==> config.mk <==
export PLATFORM = sky130hd
export DESIGN_NAME = aircon_hyst_ctrl_flat
export DESIGN_NICKNAME = d
export VERILOG_FILES = /design/src/rtl/aircon_pkg.sv /design/src/rtl/aircon_hyst_ctrl_if.sv /design/src/rtl/dwell_counter.sv /design/src/rtl/aircon_hyst_ctrl.sv /design/src/flat_wrapper.sv
export SDC_FILE = /design/constraint.sdc
export NUM_CORES = 1
export LEC_CHECK = 0
export BUFFER_PORTS_ARGS = -buffer_cell sky130_fd_sc_hd__buf_2
export CAP_MARGIN = 5
export CORE_AREA = 2 2 39 41
export CTS_CLUSTER_SIZE = 10
export DETAILED_ROUTE_END_ITERATION = 8
export DIE_AREA = 0 0 41 43
export GPL_ROUTABILITY_DRIVEN = 0
export GPL_TIMING_DRIVEN = 0
export HOLD_SLACK_MARGIN = 0.03
export PLACE_DENSITY = 0.56
export SLEW_MARGIN = 20
export SYNTH_ARGS = -nofsm -noshare
export SYNTH_HDL_FRONTEND = slang
export SYNTH_SLANG_ARGS = --single-unit
==> constraint.sdc <==
create_clock -name clk -period 1.6 [get_ports clk]
set_input_delay 0.32 -clock clk [delete_from_list [all_inputs] [get_ports clk]]
set_output_delay 0.32 -clock clk [all_outputs]
set_load 0.01 [all_outputs]
==> src/rtl/aircon_pkg.sv <==
`default_nettype none
// +------------------------------------------------------------------------+
// | Package    : aircon_pkg                                                |
// | Purpose    : Shared state encoding and default thresholds for the      |
// |              air-conditioning hysteresis controller (5-bit sensor).    |
// | Ports      : none (package)                                            |
// | Revision   : 1.0  initial release                                      |
// +------------------------------------------------------------------------+
package aircon_pkg;

  // Plant state as seen on the state output. 2'b11 is never produced.
  typedef enum logic [1:0] {
    ST_IDLE = 2'b00,
    ST_HEAT = 2'b01,
    ST_COOL = 2'b10
  } state_t;

  // Default thresholds for the 5-bit sensor.
  localparam int C_DEF_TEMP_W    = 5;
  localparam int C_DEF_HEAT_ON   = 18;
  localparam int C_DEF_HEAT_OFF  = 20;
  localparam int C_DEF_COOL_ON   = 22;
  localparam int C_DEF_COOL_OFF  = 20;
  localparam int C_DEF_MIN_DWELL = 4;

endpackage
`default_nettype wire

==> src/rtl/aircon_hyst_ctrl_if.sv <==
`default_nettype none
// +------------------------------------------------------------------------+
// | Interface  : aircon_hyst_ctrl_if                                       |
// | Purpose    : Sensor-side inputs and plant-drive outputs of the         |
// |              air-conditioning controller.                              |
// | Signals    : temperature, temp_valid, sensor_fault (sensor -> ctrl)    |
// |              heating, cooling, state, dwell_done   (ctrl -> plant)     |
// | Modports   : master = sensor/plant side, slave = controller            |
// | Revision   : 1.0  initial release                                      |
// +------------------------------------------------------------------------+
interface aircon_hyst_ctrl_if #(
  parameter int TEMP_W = 5
);
  logic [TEMP_W-1:0] temperature;
  logic              temp_valid;
  logic              sensor_fault;
  logic              heating;
  logic              cooling;
  logic [1:0]        state;
  logic              dwell_done;

  modport master (
    output temperature, temp_valid, sensor_fault,
    input  heating, cooling, state, dwell_done
  );

  modport slave (
    input  temperature, temp_valid, sensor_fault,
    output heating, cooling, state, dwell_done
  );
endinterface
`default_nettype wire

==> src/rtl/dwell_counter.sv <==
`default_nettype none
// +------------------------------------------------------------------------+
// | Module     : dwell_counter                                             |
// | Purpose    : Saturating up-counter with registered done flag; counts   |
// |              every clock from a clear up to MAX and holds there.       |
// | Ports      : clk   - clock, rising edge                                |
// |              rst_n - synchronous active-low reset                      |
// |              clear - restart counting from 0 at this edge              |
// |              done  - counter equals MAX (registered)                   |
// | Revision   : 1.0  initial release                                      |
// +------------------------------------------------------------------------+
module dwell_counter #(
  parameter int MAX = 4
) (
  input  wire logic clk,
  input  wire logic rst_n,
  input  wire logic clear,
  output logic      done
);

  localparam int                 c_cnt_w = $clog2(MAX + 1);
  localparam logic [c_cnt_w-1:0] c_max   = c_cnt_w'(MAX);
  localparam logic [c_cnt_w-1:0] c_one   = c_cnt_w'(1);

  logic [c_cnt_w-1:0] r_count;
  logic               r_done;

  // done is updated together with the count so it always reflects
  // the count value that is currently held.
  always_ff @(posedge clk) begin
    if (!rst_n) begin
      r_count <= '0;
      r_done  <= 1'b0;
    end else if (clear) begin
      r_count <= '0;
      r_done  <= 1'b0;
    end else if (r_count != c_max) begin
      r_count <= r_count + c_one;
      r_done  <= ((r_count + c_one) == c_max);
    end
  end

  assign done = r_done;

endmodule
`default_nettype wire

==> src/rtl/aircon_hyst_ctrl.sv <==
`default_nettype none
// +------------------------------------------------------------------------+
// | Module     : aircon_hyst_ctrl                                          |
// | Purpose    : IDLE/HEATING/COOLING controller with separate on/off      |
// |              thresholds (hysteresis) and a minimum dwell per state.    |
// | Ports      : clk   - clock, rising edge                                |
// |              rst_n - synchronous active-low reset                      |
// |              bus   - aircon_hyst_ctrl_if.slave:                        |
// |                      temperature/temp_valid/sensor_fault in,           |
// |                      heating/cooling/state/dwell_done out (registered) |
// | Revision   : 1.0  initial release                                      |
// +------------------------------------------------------------------------+
module aircon_hyst_ctrl
  import aircon_pkg::*;
#(
  parameter int TEMP_W    = C_DEF_TEMP_W,
  parameter int HEAT_ON   = C_DEF_HEAT_ON,
  parameter int HEAT_OFF  = C_DEF_HEAT_OFF,
  parameter int COOL_ON   = C_DEF_COOL_ON,
  parameter int COOL_OFF  = C_DEF_COOL_OFF,
  parameter int MIN_DWELL = C_DEF_MIN_DWELL
) (
  input wire logic          clk,
  input wire logic          rst_n,
  aircon_hyst_ctrl_if.slave bus
);

  generate
    if (!((HEAT_ON < HEAT_OFF) && (HEAT_OFF <= COOL_OFF) &&
          (COOL_OFF < COOL_ON) && (COOL_ON <= (2**TEMP_W) - 1) &&
          (MIN_DWELL >= 1) && (MIN_DWELL <= 255))) begin : g_bad_params
      $fatal(1, "aircon_hyst_ctrl: illegal threshold or dwell parameters");
    end
  endgenerate

  // The ordering check above guarantees every threshold fits in TEMP_W.
  localparam logic [TEMP_W-1:0] c_heat_on  = TEMP_W'(HEAT_ON);
  localparam logic [TEMP_W-1:0] c_heat_off = TEMP_W'(HEAT_OFF);
  localparam logic [TEMP_W-1:0] c_cool_on  = TEMP_W'(COOL_ON);
  localparam logic [TEMP_W-1:0] c_cool_off = TEMP_W'(COOL_OFF);

  state_t r_state;
  state_t w_next;
  logic   r_heating;
  logic   r_cooling;
  logic   w_dwell_done;
  logic   w_clear;

  // Next-state decision. A fault forces IDLE regardless of dwell/valid;
  // otherwise a move needs a valid sample and a completed dwell.
  always_comb begin
    w_next = r_state;
    if (bus.sensor_fault) begin
      w_next = ST_IDLE;
    end else if (bus.temp_valid && w_dwell_done) begin
      case (r_state)
        ST_IDLE: begin
          if (bus.temperature <= c_heat_on) begin
            w_next = ST_HEAT;
          end else if (bus.temperature >= c_cool_on) begin
            w_next = ST_COOL;
          end
        end
        ST_HEAT: if (bus.temperature >= c_heat_off) w_next = ST_IDLE;
        ST_COOL: if (bus.temperature <= c_cool_off) w_next = ST_IDLE;
        default: w_next = ST_IDLE;
      endcase
    end
  end

  // Dwell restarts only on an actual state change, so a persistent fault
  // while already IDLE lets the dwell run out.
  assign w_clear = (w_next != r_state);

  dwell_counter #(
    .MAX (MIN_DWELL)
  ) u_dwell (
    .clk   (clk),
    .rst_n (rst_n),
    .clear (w_clear),
    .done  (w_dwell_done)
  );

  always_ff @(posedge clk) begin
    if (!rst_n) begin
      r_state   <= ST_IDLE;
      r_heating <= 1'b0;
      r_cooling <= 1'b0;
    end else begin
      r_state   <= w_next;
      r_heating <= (w_next == ST_HEAT);
      r_cooling <= (w_next == ST_COOL);
    end
  end

  assign bus.state      = r_state;
  assign bus.heating    = r_heating;
  assign bus.cooling    = r_cooling;
  assign bus.dwell_done = w_dwell_done;

endmodule
`default_nettype wire

==> src/flat_wrapper.sv <==
// flat-port wrapper written by rule: the top's interface ports become plain ports
module aircon_hyst_ctrl_flat import aircon_pkg::*;
#(
  parameter int TEMP_W    = C_DEF_TEMP_W,
  parameter int HEAT_ON   = C_DEF_HEAT_ON,
  parameter int HEAT_OFF  = C_DEF_HEAT_OFF,
  parameter int COOL_ON   = C_DEF_COOL_ON,
  parameter int COOL_OFF  = C_DEF_COOL_OFF,
  parameter int MIN_DWELL = C_DEF_MIN_DWELL
)
  (clk, rst_n, bus_temperature, bus_temp_valid, bus_sensor_fault, bus_heating, bus_cooling, bus_state, bus_dwell_done);
  aircon_hyst_ctrl_if #(.TEMP_W(TEMP_W)) bus_i ();
  input wire logic clk;
  input wire logic rst_n;
  input wire logic [$bits(bus_i.temperature)-1:0] bus_temperature;
  input wire logic [$bits(bus_i.temp_valid)-1:0] bus_temp_valid;
  input wire logic [$bits(bus_i.sensor_fault)-1:0] bus_sensor_fault;
  output wire logic [$bits(bus_i.heating)-1:0] bus_heating;
  output wire logic [$bits(bus_i.cooling)-1:0] bus_cooling;
  output wire logic [$bits(bus_i.state)-1:0] bus_state;
  output wire logic [$bits(bus_i.dwell_done)-1:0] bus_dwell_done;
  assign bus_i.temperature = bus_temperature;
  assign bus_i.temp_valid = bus_temp_valid;
  assign bus_i.sensor_fault = bus_sensor_fault;
  assign bus_heating = bus_i.heating;
  assign bus_cooling = bus_i.cooling;
  assign bus_state = bus_i.state;
  assign bus_dwell_done = bus_i.dwell_done;
  aircon_hyst_ctrl #(.TEMP_W(TEMP_W), .HEAT_ON(HEAT_ON), .HEAT_OFF(HEAT_OFF), .COOL_ON(COOL_ON), .COOL_OFF(COOL_OFF), .MIN_DWELL(MIN_DWELL)) u_core (.clk(clk), .rst_n(rst_n), .bus(bus_i));
endmodule
==> results.txt, run 1 <==
The run finished with clean final reports. The chip width works out to 41 µm. The total placed instance area was 561.8 µm²; the final design area excluding fillers was 584.3 µm².

Row generation in the floorplan step produced 14 rows. After legalization and detailed placement, the total HPWL measured 713.1 µm. Hold repair after CTS inserted 0 buffers. Kind of launch point of the worst setup path: a register.

The cell sitting at the root of the clock tree is a sky130_fd_sc_hd__clkbuf_4. For the pin with the worst max-slew slack, the measured transition is 0.3893 ns. On the critical path, the stage with the largest delay is an instance of sky130_fd_sc_hd__dfxtp_1. The number of antenna violations at the first check in global routing is 0. The routed length per instance is 10.42 µm, and the static leakage power is 0.2715 nW. The run gives 0 as the total setup buffers inserted after CTS.

Fill cells in the final layout number 151. The mean post-synth cell area works out to 8.994 µm². Synthesis produced a netlist with a net count of 65. Setup repair after global routing left no endpoint under its margin. The fraction of the yosys area taken by sequential cells is 0.3360. In this run the worst hold path is classified as in2reg.

Clock-pin slew was measured on the worst setup and hold paths at 0.06 ns. Along the worst path, the maximum fanout reaches 3. Input and output buffers added on the ports amount to 13.

The die outline height was 43 µm; the shortest period the worst path allows was 1.405 ns. The tools report the number of instances in the synthesized netlist as 53. The run gives 2 as the maximum count of clock buffers along a single path. The area enclosed by the die boundary is 0.001763 mm². Clock tree synthesis inserted a total of 3 buffers. The critical path is of the reg2reg type. For the maximum level of the CTS H-tree, the log shows 1.

Data on the critical path is required at its endpoint by 1.72 ns. For the worst-skew pair, the clock arrives at the later sink with an insertion delay of 0.25 ns. The logs give 400 for the via count of the first global-routing pass and 29 for the distinct cell type count of the synthesized netlist.

The largest single stage delay on the critical path is 0.35 ns. The synthesized design contains 8 register bits. For this design the ratio of total power to cell area is 768.4 mW/mm². The tools report the post-cts resize count as 0. The largest net degree at the start of global routing is 8. The logs give 0.008001 ns for the largest clock skew in the final design and 0 for the number of pins with negative max-slew slack in the final report. Yosys attributes the largest share of cell area to sky130_fd_sc_hd__dfxtp_1, sky130_fd_sc_hd__ha_1, sky130_fd_sc_hd__inv_1, sky130_fd_sc_hd__o311ai_2, sky130_fd_sc_hd__o41ai_2. Setup violations remaining at the end of the flow were counted as 0. The first global-routing pass estimated 1.531 mm of wire. The total negative setup slack was 0 ns; the synthesis-to-layout area growth was 22.57%. The detail route stage leaves a number of antenna-violating nets equal to 0. Total core area: 0.001384 mm². The worst slew slack as a fraction of its limit came out at 0.7368. In this run the cell area of the synthesized design comes to 476.7 µm². The number of antenna diodes in the final layout is 0. The highest ir drop seen on vdd was 0.0004326 V; the net count of the finished layout was 83.

In this run the count of I/O pins placed on the die edge is 14. Ratio of routed vias to standard cells: 5.200. The post-detailed-routing wire length is 886 µm. Initial core utilization: 0.3445. The tools report the remaining global-route overflow as 0. The routed layout has 442 vias. The run gives 1.52 ns as the arrival time at the worst endpoint. TritonCTS built the clock tree. The post-synthesis cell type with the largest combined area was sky130_fd_sc_hd__dfxtp_1. For this run, the detailed router's first-pass iteration total came to 4. The nature of the critical path endpoint is a register. The fraction of layout instances using a drive strength above 1 is 0.3043, and the number of violations of the max-capacitance limit is 0.

For the count of yosys warnings during synthesis, the log shows 0. The tools report the all-layer global routing usage as 0.1256. The area share of the leading cell type in the synthesized netlist was 0.3360; the final period utilization was 0.8779.

The achievable frequency is 711.9 MHz, and the number of DRC markers after the initial detailed-route iteration is 4. The clock drives 8 sinks. Traced cell by cell, the critical path runs through inv_1 > ha_1 > nand2_1 > mux2_2 > o211ai_1 > nor2_1.

The run gives 0 as the total count of hold-check failures in the final report. Number of remaining DRC errors: 0.
cell type report:
class / count / area [µm²] / area share
multi-input cells: 38 / 290.3 / 0.4968
inverters: 7 / 26.28 / 0.04497
clock buffers: 3 / 22.52 / 0.03854
flip-flops and latches: 8 / 160.2 / 0.2741
well taps: 16 / 20.02 / 0.03426
repair buffers: 13 / 65.06 / 0.1113
synth_stat cells:
cell type / instances
sky130_fd_sc_hd__a21o_1: 1
sky130_fd_sc_hd__o21ai_0: 2
sky130_fd_sc_hd__and3_1: 2
sky130_fd_sc_hd__dfxtp_1: 8
sky130_fd_sc_hd__a31oi_1: 2
sky130_fd_sc_hd__nor3b_1: 1
sky130_fd_sc_hd__nand4_1: 1
sky130_fd_sc_hd__xnor2_1: 1
sky130_fd_sc_hd__nor2b_1: 1
sky130_fd_sc_hd__nor4_1: 1
sky130_fd_sc_hd__and2_1: 1
sky130_fd_sc_hd__a32oi_1: 1
sky130_fd_sc_hd__or2b_1: 1
sky130_fd_sc_hd__o211ai_1: 2
sky130_fd_sc_hd__nor4b_1: 1
sky130_fd_sc_hd__inv_1: 7
sky130_fd_sc_hd__o41ai_2: 1
sky130_fd_sc_hd__a211oi_2: 1
sky130_fd_sc_hd__a21oi_1: 1
sky130_fd_sc_hd__or2_1: 1
sky130_fd_sc_hd__nor2_1: 4
sky130_fd_sc_hd__ha_1: 3
sky130_fd_sc_hd__nor3_2: 1
sky130_fd_sc_hd__o311ai_2: 1
sky130_fd_sc_hd__mux2_2: 1
sky130_fd_sc_hd__a31o_1: 1
sky130_fd_sc_hd__nand2_1: 2
sky130_fd_sc_hd__mux2i_1: 1
sky130_fd_sc_hd__o21ai_1: 2
placed cells by master, fill, tap and decap left out:
cell / Yosys / final
sky130_fd_sc_hd__a211oi_2: 1 / 1
sky130_fd_sc_hd__a21o_1: 1 / 1
sky130_fd_sc_hd__a21oi_1: 1 / 1
sky130_fd_sc_hd__a31o_1: 1 / 1
sky130_fd_sc_hd__a31oi_1: 2 / 2
sky130_fd_sc_hd__a32oi_1: 1 / 1
sky130_fd_sc_hd__and2_1: 1 / 1
sky130_fd_sc_hd__and3_1: 2 / 2
sky130_fd_sc_hd__buf_2: 0 / 13
sky130_fd_sc_hd__clkbuf_4: 0 / 3
sky130_fd_sc_hd__dfxtp_1: 8 / 8
sky130_fd_sc_hd__ha_1: 3 / 3
sky130_fd_sc_hd__inv_1: 7 / 7
sky130_fd_sc_hd__mux2_2: 1 / 1
sky130_fd_sc_hd__mux2i_1: 1 / 1
sky130_fd_sc_hd__nand2_1: 2 / 2
sky130_fd_sc_hd__nand4_1: 1 / 1
sky130_fd_sc_hd__nor2_1: 4 / 4
sky130_fd_sc_hd__nor2b_1: 1 / 1
sky130_fd_sc_hd__nor3_2: 1 / 1
sky130_fd_sc_hd__nor3b_1: 1 / 1
sky130_fd_sc_hd__nor4_1: 1 / 1
sky130_fd_sc_hd__nor4b_1: 1 / 1
sky130_fd_sc_hd__o211ai_1: 2 / 2
sky130_fd_sc_hd__o21ai_0: 2 / 2
sky130_fd_sc_hd__o21ai_1: 2 / 2
sky130_fd_sc_hd__o311ai_2: 1 / 1
sky130_fd_sc_hd__o41ai_2: 1 / 1
sky130_fd_sc_hd__or2_1: 1 / 1
sky130_fd_sc_hd__or2b_1: 1 / 1
sky130_fd_sc_hd__xnor2_1: 1 / 1
worst paths after layout:
path	startpoint	endpoint	slack, ns	depth (start not counted)
setup / recovery	u_core.u_dwell.r_count[0]$_SDFFE_PP0P_	u_core.u_dwell.r_count[1]$_SDFFE_PP0P_	0.20	6
hold / removal	rst_n	u_core.bus.state[0]$_SDFF_PN0_	0.36	2
hold reg to reg	u_core.u_dwell.done$_SDFFE_PP0P_	u_core.u_dwell.done$_SDFFE_PP0P_	0.58	2
setup reg to reg	u_core.u_dwell.r_count[0]$_SDFFE_PP0P_	u_core.u_dwell.r_count[1]$_SDFFE_PP0P_	0.20	6
flip-flops by register name (all words and copies together), names as in the netlist:
| name | flops |
|---|---|
| u_core.bus.heating | 1 |
| u_core.bus.cooling | 1 |
| u_core.u_dwell.r_count | 3 |
| u_core.u_dwell.done | 1 |
| u_core.bus.state | 2 |
metrics by stage:
stage | setup WS [ns] | power [mW] | util | hold slack [ns] | std cells
after floorplan | 0.2851 | 0.2777 | - | 0.4417 | 53
after global placement | 0.2137 | 0.3031 | 0.4060 | 0.5733 | 82
final | 0.1953 | 0.4490 | 0.4222 | 0.3648 | 85
after CTS | 0.1878 | 0.4597 | 0.4222 | 0.3540 | 85
after detailed placement | 0.2065 | 0.3042 | 0.4060 | 0.5761 | 82
after global routing | 0.08651 | 0.4875 | 0.4222 | 0.3749 | 85
worst max-delay path: cells and delay by family (launching register included):
kind	cells	cell delay, ns
flip-flops	1	0.35
multiplexers	1	0.35
adder cells (fa/ha/maj)	1	0.21
AND/OR/NAND/NOR	2	0.19
AO/OA/AOI/OAI	1	0.09
buffers and inverters	1	0.08
cells by family (layout without fill, tap and decap cells):
group,Yosys count,in the layout,synth area share
xor gates and xnor gates,1,1,0.01838
AOI/OAI and AO/OA,15,15,0.2572
buffers and inverters,7,23,0.05513
and+or+nand+nor,17,17,0.2100
DFF,8,8,0.3360
adders and majority gates,3,3,0.07875
muxes,2,2,0.04462
layer usage:
| layer | wire [µm] | GRT usage | share of wire |
|---|---|---|---|
| met4 | 8 | 0.04000 | 0.0090 |
| met5 | 0 | 0 | 0 |
| met1 | 408 | 0.1645 | 0.46 |
| met3 | 43 | 0.03141 | 0.049 |
| met2 | 426 | 0.1938 | 0.48 |
report_power, final:
part | switching, mW | total [mW] | internal, mW
registers | 0.00901 | 0.220 | 0.211
logic | 0.0411 | 0.0797 | 0.0386
clock network | 0.0640 | 0.150 | 0.0855
total | 0.114 | 0.449 | 0.335
Power figures use the tool's default switching activity.
==> run 2, diff against run 1 <==
--- a/config.mk
+++ b/config.mk
@@ -15,7 +15,9 @@
 export GPL_TIMING_DRIVEN = 0
 export HOLD_SLACK_MARGIN = 0.03
 export PLACE_DENSITY = 0.56
+export SETUP_SLACK_MARGIN = 0.2
 export SLEW_MARGIN = 20
 export SYNTH_ARGS = -nofsm -noshare
 export SYNTH_HDL_FRONTEND = slang
 export SYNTH_SLANG_ARGS = --single-unit
+export TNS_END_PERCENT = 20
==> run 2 against run 1 <==
Final area up 1.3%. Critical path depth is 2 lower. Clock power about the same. Flip-flop and latch count unchanged. Global-route usage rose by 0.20 points. Worst hold slack improved by 0.00055 ns. Die area did not move. First-iteration DRC count increased by 50%. Count of clock-buffer cells in the layout is the same.
==> results.txt, run 2 (same netlist as run 1, synthesis figures left out) <==
The flow ran to the end, and the final reports show no timing, DRC or antenna violations. The number of vias in the routed layout is 443 (was 442). For the number of DRC markers after the initial detailed-route iteration, the log shows 6 (was 4).

The relative contribution of the clock network to total power was 0.328 (was 0.333). The number of clock buffers inserted by TritonCTS was 3 (unchanged). The achievable frequency was 760.5 MHz (was 711.9 MHz); the peak fanout along the critical path was 5 (was 3). The die outline height was 43 µm (unchanged); the number of pins with negative max-slew slack in the final report was 0 (unchanged). The internal power summed over all cells is 339.2 µW (was 334.9 µW), and the measured slew at the worst slew-check pin is 0.3893 ns (unchanged). The static leakage power is 0.2715 nW (about the same). The type of the most critical hold path was in2reg (unchanged). Leading cell types in the layout, fill and taps excluded: sky130_fd_sc_hd__buf_2, sky130_fd_sc_hd__inv_1, sky130_fd_sc_hd__dfxtp_1 (was sky130_fd_sc_hd__buf_2, sky130_fd_sc_hd__dfxtp_1, sky130_fd_sc_hd__inv_1). Total core area: 0.001384 mm² (unchanged). Initial core utilization: 0.3445 (unchanged).

The total count of hold-check failures in the final report is 0 (unchanged). The path type of the worst setup path was reg2reg (unchanged). The total setup buffers inserted after CTS is 0 (unchanged). The switching power as a share of total power is 0.2557 (was 0.2541), and the worst-skew pair later-pin latency is 0.25 ns (about the same).

The number of fillers in the final layout came out at 155 (was 151). The total of buffers placed on input and output ports is 13 (unchanged), and the routed length per instance is 10.78 µm (was 10.42 µm). The area of combinational cells with multiple inputs was 295.3 µm² (was 290.3 µm²); the all-layer global routing usage was 0.1276 (was 0.1256). The run gives 0.184 (was 0.178) as the combinational share of power.

The tools report the largest clock skew in the final design as 0.008001 ns (about the same). The number of cells on the worst reg-to-reg path was 4 (was 6); the area used by sequential logic in the layout was 162.7 µm² (was 160.2 µm²). The highest ir drop seen on vdd was 0.0004314 V (was 0.0004326 V); the cell row count was 14 (unchanged).

The power dissipated by switching net loads was 116.5 µW (was 114.1 µW); the net count of the finished layout was 83 (unchanged). The clock transition time at the flip-flop clock pins of the worst setup and hold paths came out at 0.06 ns (about the same). Number of violations of the max-capacitance limit: 0 (unchanged). The final period utilization is 0.8218 (was 0.8779), and the number of ports placed on the die boundary is 14 (unchanged). The largest register by flop count was u_core.u_dwell.r_count (unchanged).

Part of the total power dissipated in sequential elements: 0.488 (was 0.489). The global-route wire length before repair is 1.559 mm (was 1.531 mm). The area enclosed by the die boundary was 0.001763 mm² (unchanged); the chip width was 41 µm (unchanged).

The maximum count of clock buffers along a single path was 2 (unchanged). The most common library cell in the layout ignoring fill and taps was sky130_fd_sc_hd__buf_2 (unchanged). The number of setup violations in the final report is 0 (unchanged). The core utilization of the finished layout came out at 0.4277 (was 0.4222). The tools report the kind of launch point of the worst setup path as a register (unchanged). The total inserted antenna cells is 0 (unchanged). Number of antenna violations at the first check in global routing: 0 (unchanged). The run gives 916 µm (was 886 µm) as the post-detailed-routing wire length.

Total negative setup slack: 0 ns (unchanged). The shortest period the worst path allows was 1.315 ns (was 1.405 ns). The tightest hold margin was 0.3653 ns (was 0.3648 ns). Number of search-and-repair iterations in the first detailed-routing pass: 4 (unchanged). The maximum level of the CTS H-tree came out at 1 (unchanged). The remaining antenna violation count after routing was 0 (unchanged); the count of cells along the worst hold path was 2 (unchanged). The logs give 713.1 µm (unchanged) for the placed wire-length estimate and 1.50 ns (was 1.52 ns) for the arrival time at the worst endpoint. The flip-flop count of the largest register after layout was 3 (unchanged); the clock sink count was 8 (unchanged). The fraction of layout instances using a drive strength above 1 came out at 0.3623 (was 0.3043). Via count of the first global-routing pass: 408 (was 400). The run gives 0 (unchanged) as the number of remaining DRC errors. The tools report the worst slew slack as a fraction of its limit as 0.7368 (unchanged). The synthesis-to-layout area growth works out to 24.15% (was 22.57%). For the total design power, the log shows 455.7 µW (was 449.0 µW). TritonCTS built the clock tree.

The tools report the cell chosen for the clock root as sky130_fd_sc_hd__clkbuf_4 (unchanged). Setup repair after global routing left no endpoint under its margin. The required time at the worst-slack endpoint is 1.79 ns (was 1.72 ns). The power per cell area is 770.0 mW/mm² (was 768.4 mW/mm²). The remaining global-route overflow is 0 (unchanged). The ratio of routed vias to standard cells came out at 5.212 (was 5.200).

The tools report the largest net degree at the start of global routing as 8 (unchanged). The nature of the critical path endpoint was a register (unchanged).
[run 2: area by class of cell]
type / count / share of cell area
clock buffer: 3 / 0.03805
inverter: 7 / 0.04440
multi-input combinational: 38 / 0.4989
sequential: 8 / 0.2748
tap: 16 / 0.03383
timing repair buffer: 13 / 0.1099
[run 2: through the flow]
| step | cell area [µm²] | setup WS [ns] | cells |
|---|---|---|---|
| floorplan | 476.7 | 0.2851 | 53 |
| global placement | 561.8 | 0.2137 | 82 |
| detailed placement | 561.8 | 0.2065 | 82 |
| CTS | 586.8 | 0.2209 | 85 |
| global route | 591.8 | 0.2027 | 85 |
| finish | 591.8 | 0.2851 | 85 |
[run 2: routing by layer]
layer / share of wire / GRT usage / wire length, µm / vias up
li1: - / - / - / 227
met1: 0.45 / 0.1645 / 413 / 206
met2: 0.49 / 0.2000 / 450 / 8
met3: 0.047 / 0.03141 / 43 / 2
met4: 0.0087 / 0.04000 / 8 / 0
met5: 0 / 0 / 0 / -
[run 2: path summary, 6_finish.rpt]
path	slack, ns	to	startpoint
max reg2reg	0.29	u_core.bus.heating$_SDFF_PN0_	u_core.u_dwell.done$_SDFFE_PP0P_
min reg2reg	0.58	u_core.u_dwell.done$_SDFFE_PP0P_	u_core.u_dwell.done$_SDFFE_PP0P_
max	0.29	u_core.bus.heating$_SDFF_PN0_	u_core.u_dwell.done$_SDFFE_PP0P_
min	0.37	u_core.bus.state[0]$_SDFF_PN0_	rst_n
[run 2: critical path: stages, from the launching register on]
cell and delay [ns]:
sky130_fd_sc_hd__dfxtp_1 0.37, sky130_fd_sc_hd__nand2_1 0.15, sky130_fd_sc_hd__a31o_1 0.27, sky130_fd_sc_hd__a211oi_2 0.28, sky130_fd_sc_hd__and3_1 0.18
[run 2: repair_timing]
action,4_1_cts,5_1_grt
endpoints found under the setup margin,1,1
hold buffers,0,0
pin swaps,0,1
resized for setup,1,3
[run 2: power groups by stage]
| stage | sequential (mW) | clock, mW | combinational, mW |
|---|---|---|---|
| floorplan | 0.222 | 0 | 0.0554 |
| global placement | 0.224 | 0 | 0.0796 |
| detailed placement | 0.224 | 0 | 0.0801 |
| CTS | 0.220 | 0.159 | 0.0824 |
| global route | 0.224 | 0.172 | 0.0979 |
| finish | 0.222 | 0.149 | 0.0838 |
==> run 3, diff against run 2 <==
--- a/config.mk
+++ b/config.mk
@@ -14,7 +14,7 @@
 export GPL_ROUTABILITY_DRIVEN = 0
 export GPL_TIMING_DRIVEN = 0
 export HOLD_SLACK_MARGIN = 0.03
-export PLACE_DENSITY = 0.56
+export PLACE_DENSITY = 0.58
 export SETUP_SLACK_MARGIN = 0.2
 export SLEW_MARGIN = 20
 export SYNTH_ARGS = -nofsm -noshare
==> constraint.sdc (replaced) <==
create_clock -name clk -period 1.2 [get_ports clk]
set_input_delay 0.24 -clock clk [delete_from_list [all_inputs] [get_ports clk]]
set_output_delay 0.24 -clock clk [all_outputs]
set_load 0.01 [all_outputs]
==> run 3 against run 2 <==
Worst setup slack worse by 0.28 ns. Die area is the same. Non-clock buffer count grew 5. Fmax is 10% higher. Utilization rose by 6.4 points. Largest cell class unchanged. Largest power group unchanged. Register-to-register slack got worse by 0.28 ns.
==> results.txt, run 3 (same netlist as run 1, synthesis figures left out) <==
The number of pins with negative max-slew slack in the final report was 0 (unchanged); the required time at the worst-slack endpoint was 1.37 ns (was 1.79 ns). The tools report the maximum level of the CTS H-tree as 1 (unchanged). The kind of launch point of the worst setup path is a register (unchanged). The area of combinational cells with multiple inputs is 332.8 µm² (was 295.3 µm²). Critical Path, Cell by Cell: o41ai_2 > o311ai_2 > buf_4 > nor3_2 (was nand2_1 > a31o_1 > a211oi_2 > and3_1).

The slowest cell on the critical path was sky130_fd_sc_hd__dfxtp_1 (unchanged). The number of setup violations in the final report was 0 (unchanged). The number of antenna violations at the first check in global routing is 0 (unchanged), and the biggest cell delay along the critical path is 0.36 ns (was 0.37 ns). The area enclosed by the die boundary was 0.001763 mm² (unchanged).

The run gives 0 (unchanged) as the total inserted antenna cells. The power per cell area was 985.3 mW/mm² (was 770.0 mW/mm²). The tightest hold margin is 0.2874 ns (was 0.3653 ns), and the ratio of routed vias to standard cells is 5.111 (was 5.212). The measured slew at the worst slew-check pin is 0.3515 ns (was 0.3893 ns), and the initial core utilization is 0.3445 (unchanged). The total negative setup slack was 0 ns (unchanged); the cell row count was 14 (unchanged). The fraction of layout instances using a drive strength above 1 was 0.5000 (was 0.3623). TritonCTS built the clock tree.

For the number of search-and-repair iterations in the first detailed-routing pass, the log shows 3 (was 4). Die outline height: 43 µm (unchanged). The routed length per instance came out at 11.92 µm (was 10.78 µm). The remaining global-route overflow was 0 (unchanged); the final period utilization was 0.9936 (was 0.8218). The final design area excluding fillers is 680.7 µm² (was 591.8 µm²).

The number of ports placed on the die boundary came out at 14 (unchanged). The peak fanout along the critical path is 6 (was 5). The all-layer global routing usage was 0.1499 (was 0.1276); the worst-skew pair later-pin latency was 0.24 ns (was 0.25 ns). The run gives 833.3 µm (was 713.1 µm) as the placed wire-length estimate. The worst slew slack as a fraction of its limit is 0.7623 (was 0.7368), and the shortest period the worst path allows is 1.192 ns (was 1.315 ns). The clock transition time at the flip-flop clock pins of the worst setup and hold paths came out at 0.05 ns (was 0.06 ns).

The number of DRC markers after the initial detailed-route iteration came out at 8 (was 6). The cell chosen for the clock root is sky130_fd_sc_hd__clkbuf_4 (unchanged). Type of the most critical hold path: in2reg (unchanged). The tools report the total core area as 0.001384 mm² (unchanged). The run gives 0 (unchanged) as the remaining antenna violation count after routing. The largest register by flop count was u_core.u_dwell.r_count (unchanged). Setup repair after global routing could not meet its margin everywhere. The maximum count of clock buffers along a single path is 2 (unchanged). The run gives 1.794 mm (was 1.559 mm) as the global-route wire length before repair. The logs give 3 (unchanged) for the number of clock buffers inserted by TritonCTS and 0.004254 ns (was 0.008001 ns) for the largest clock skew in the final design.

The total of buffers placed on input and output ports works out to 13 (unchanged). Achievable frequency: 838.7 MHz (was 760.5 MHz). The chip width is 41 µm (unchanged). The run gives 442 (was 408) as the via count of the first global-routing pass. For the number of remaining DRC errors, the log shows 0 (unchanged). Synthesis-to-layout area growth: 42.78% (was 24.15%). Largest net degree at the start of global routing: 8 (unchanged). The flow ran to the end, and the final reports show no timing, DRC or antenna violations. The most common library cell in the layout ignoring fill and taps was sky130_fd_sc_hd__buf_2 (unchanged). The number of fillers in the final layout was 137 (was 155).

The run gives 0.3212 nW (was 0.2715 nW) as the static leakage power. The path type of the worst setup path was reg2reg (unchanged). Highest ir drop seen on vdd: 0.0006965 V (was 0.0004314 V).

For the arrival time at the worst endpoint, the log shows 1.36 ns (was 1.50 ns). Leading cell types in the layout, fill and taps excluded: sky130_fd_sc_hd__buf_2, sky130_fd_sc_hd__inv_1, sky130_fd_sc_hd__buf_4 (was sky130_fd_sc_hd__buf_2, sky130_fd_sc_hd__inv_1, sky130_fd_sc_hd__dfxtp_1). The run gives 591.8 µm² (was 561.8 µm²) as the total placed instance area. The tools report the net count of the finished layout as 88 (was 83). For the post-detailed-routing wire length, the log shows 1.073 mm (was 916 µm). The number of violations of the max-capacitance limit is 0 (unchanged).

The run gives 170.2 µm² (was 162.7 µm²) as the area used by sequential logic in the layout. The clock sink count was 8 (unchanged). The flip-flop count of the largest register after layout is 3 (unchanged), and the hold-fix buffer count after cts is 0 (unchanged).

The nature of the critical path endpoint was a register (unchanged). The run gives 0 (unchanged) as the total count of hold-check failures in the final report. The number of vias in the routed layout was 460 (was 443).
## run 3: worst paths after layout
path                            cells past startpoint                              from                                to  slack [ns]
worst max-delay path                                4    u_core.bus.state[0]$_SDFF_PN0_  u_core.u_dwell.done$_SDFFE_PP0P_       0.008
worst min-delay path                                2                             rst_n    u_core.bus.state[0]$_SDFF_PN0_        0.29
worst max register to register                      4    u_core.bus.state[0]$_SDFF_PN0_  u_core.u_dwell.done$_SDFFE_PP0P_       0.008
worst min register to register                      2  u_core.u_dwell.done$_SDFFE_PP0P_  u_core.u_dwell.done$_SDFFE_PP0P_        0.56
## run 3: metrics by stage
stage | worst slack (ns) | util | power, mW | std cells
final | 0.007709 | 0.4919 | 0.6706 | 90
after global routing | -0.03612 | 0.4919 | 0.7183 | 90
after CTS | 0.02000 | 0.4720 | 0.6749 | 89
after detailed placement | -0.1271 | 0.4277 | 0.4546 | 82
after global placement | -0.1273 | 0.4277 | 0.4425 | 82
after floorplan | 0.06264 | - | 0.4054 | 53
## run 3: metal layers
layer,up-vias,part of all wire,GRT usage
met2,6,0.55,0.2406
met4,0,0.0093,0.06000
met3,2,0.020,0.03141
met1,215,0.42,0.1845
li1,237,-,-
met5,-,0,0
## run 3: report_power, final
part / switching [mW] / internal, mW / total (mW) / leakage (nW)
clock: 0.0826 / 0.114 / 0.197 / 0.0138
combinational: 0.0824 / 0.0986 / 0.181 / 0.240
sequential: 0.0140 / 0.279 / 0.293 / 0.0672
total: 0.179 / 0.492 / 0.671 / 0.321
## run 3: final cells by class
cell class              count  area share
well taps                  16     0.02941
flip-flops and latches      8      0.2500
repair buffers             18      0.1599
multi-input cells          38      0.4890
clock buffers               3     0.03309
inverters                   7     0.03860
## run 3: what timing repair did
action / 4_1_cts / 5_1_grt
resized for setup: 1 / 5
buffers inserted: 4 / 1
endpoints found under the setup margin: 9 / 11
pin swaps: 2 / 2
## run 3: critical path: cells and delay by family, from the launching register on
family	cells	cell delay (ns)
AND/OR/NAND/NOR	1	0.15
flip-flops	1	0.36
buffers and inverters	1	0.17
AO/OA/AOI/OAI	2	0.44
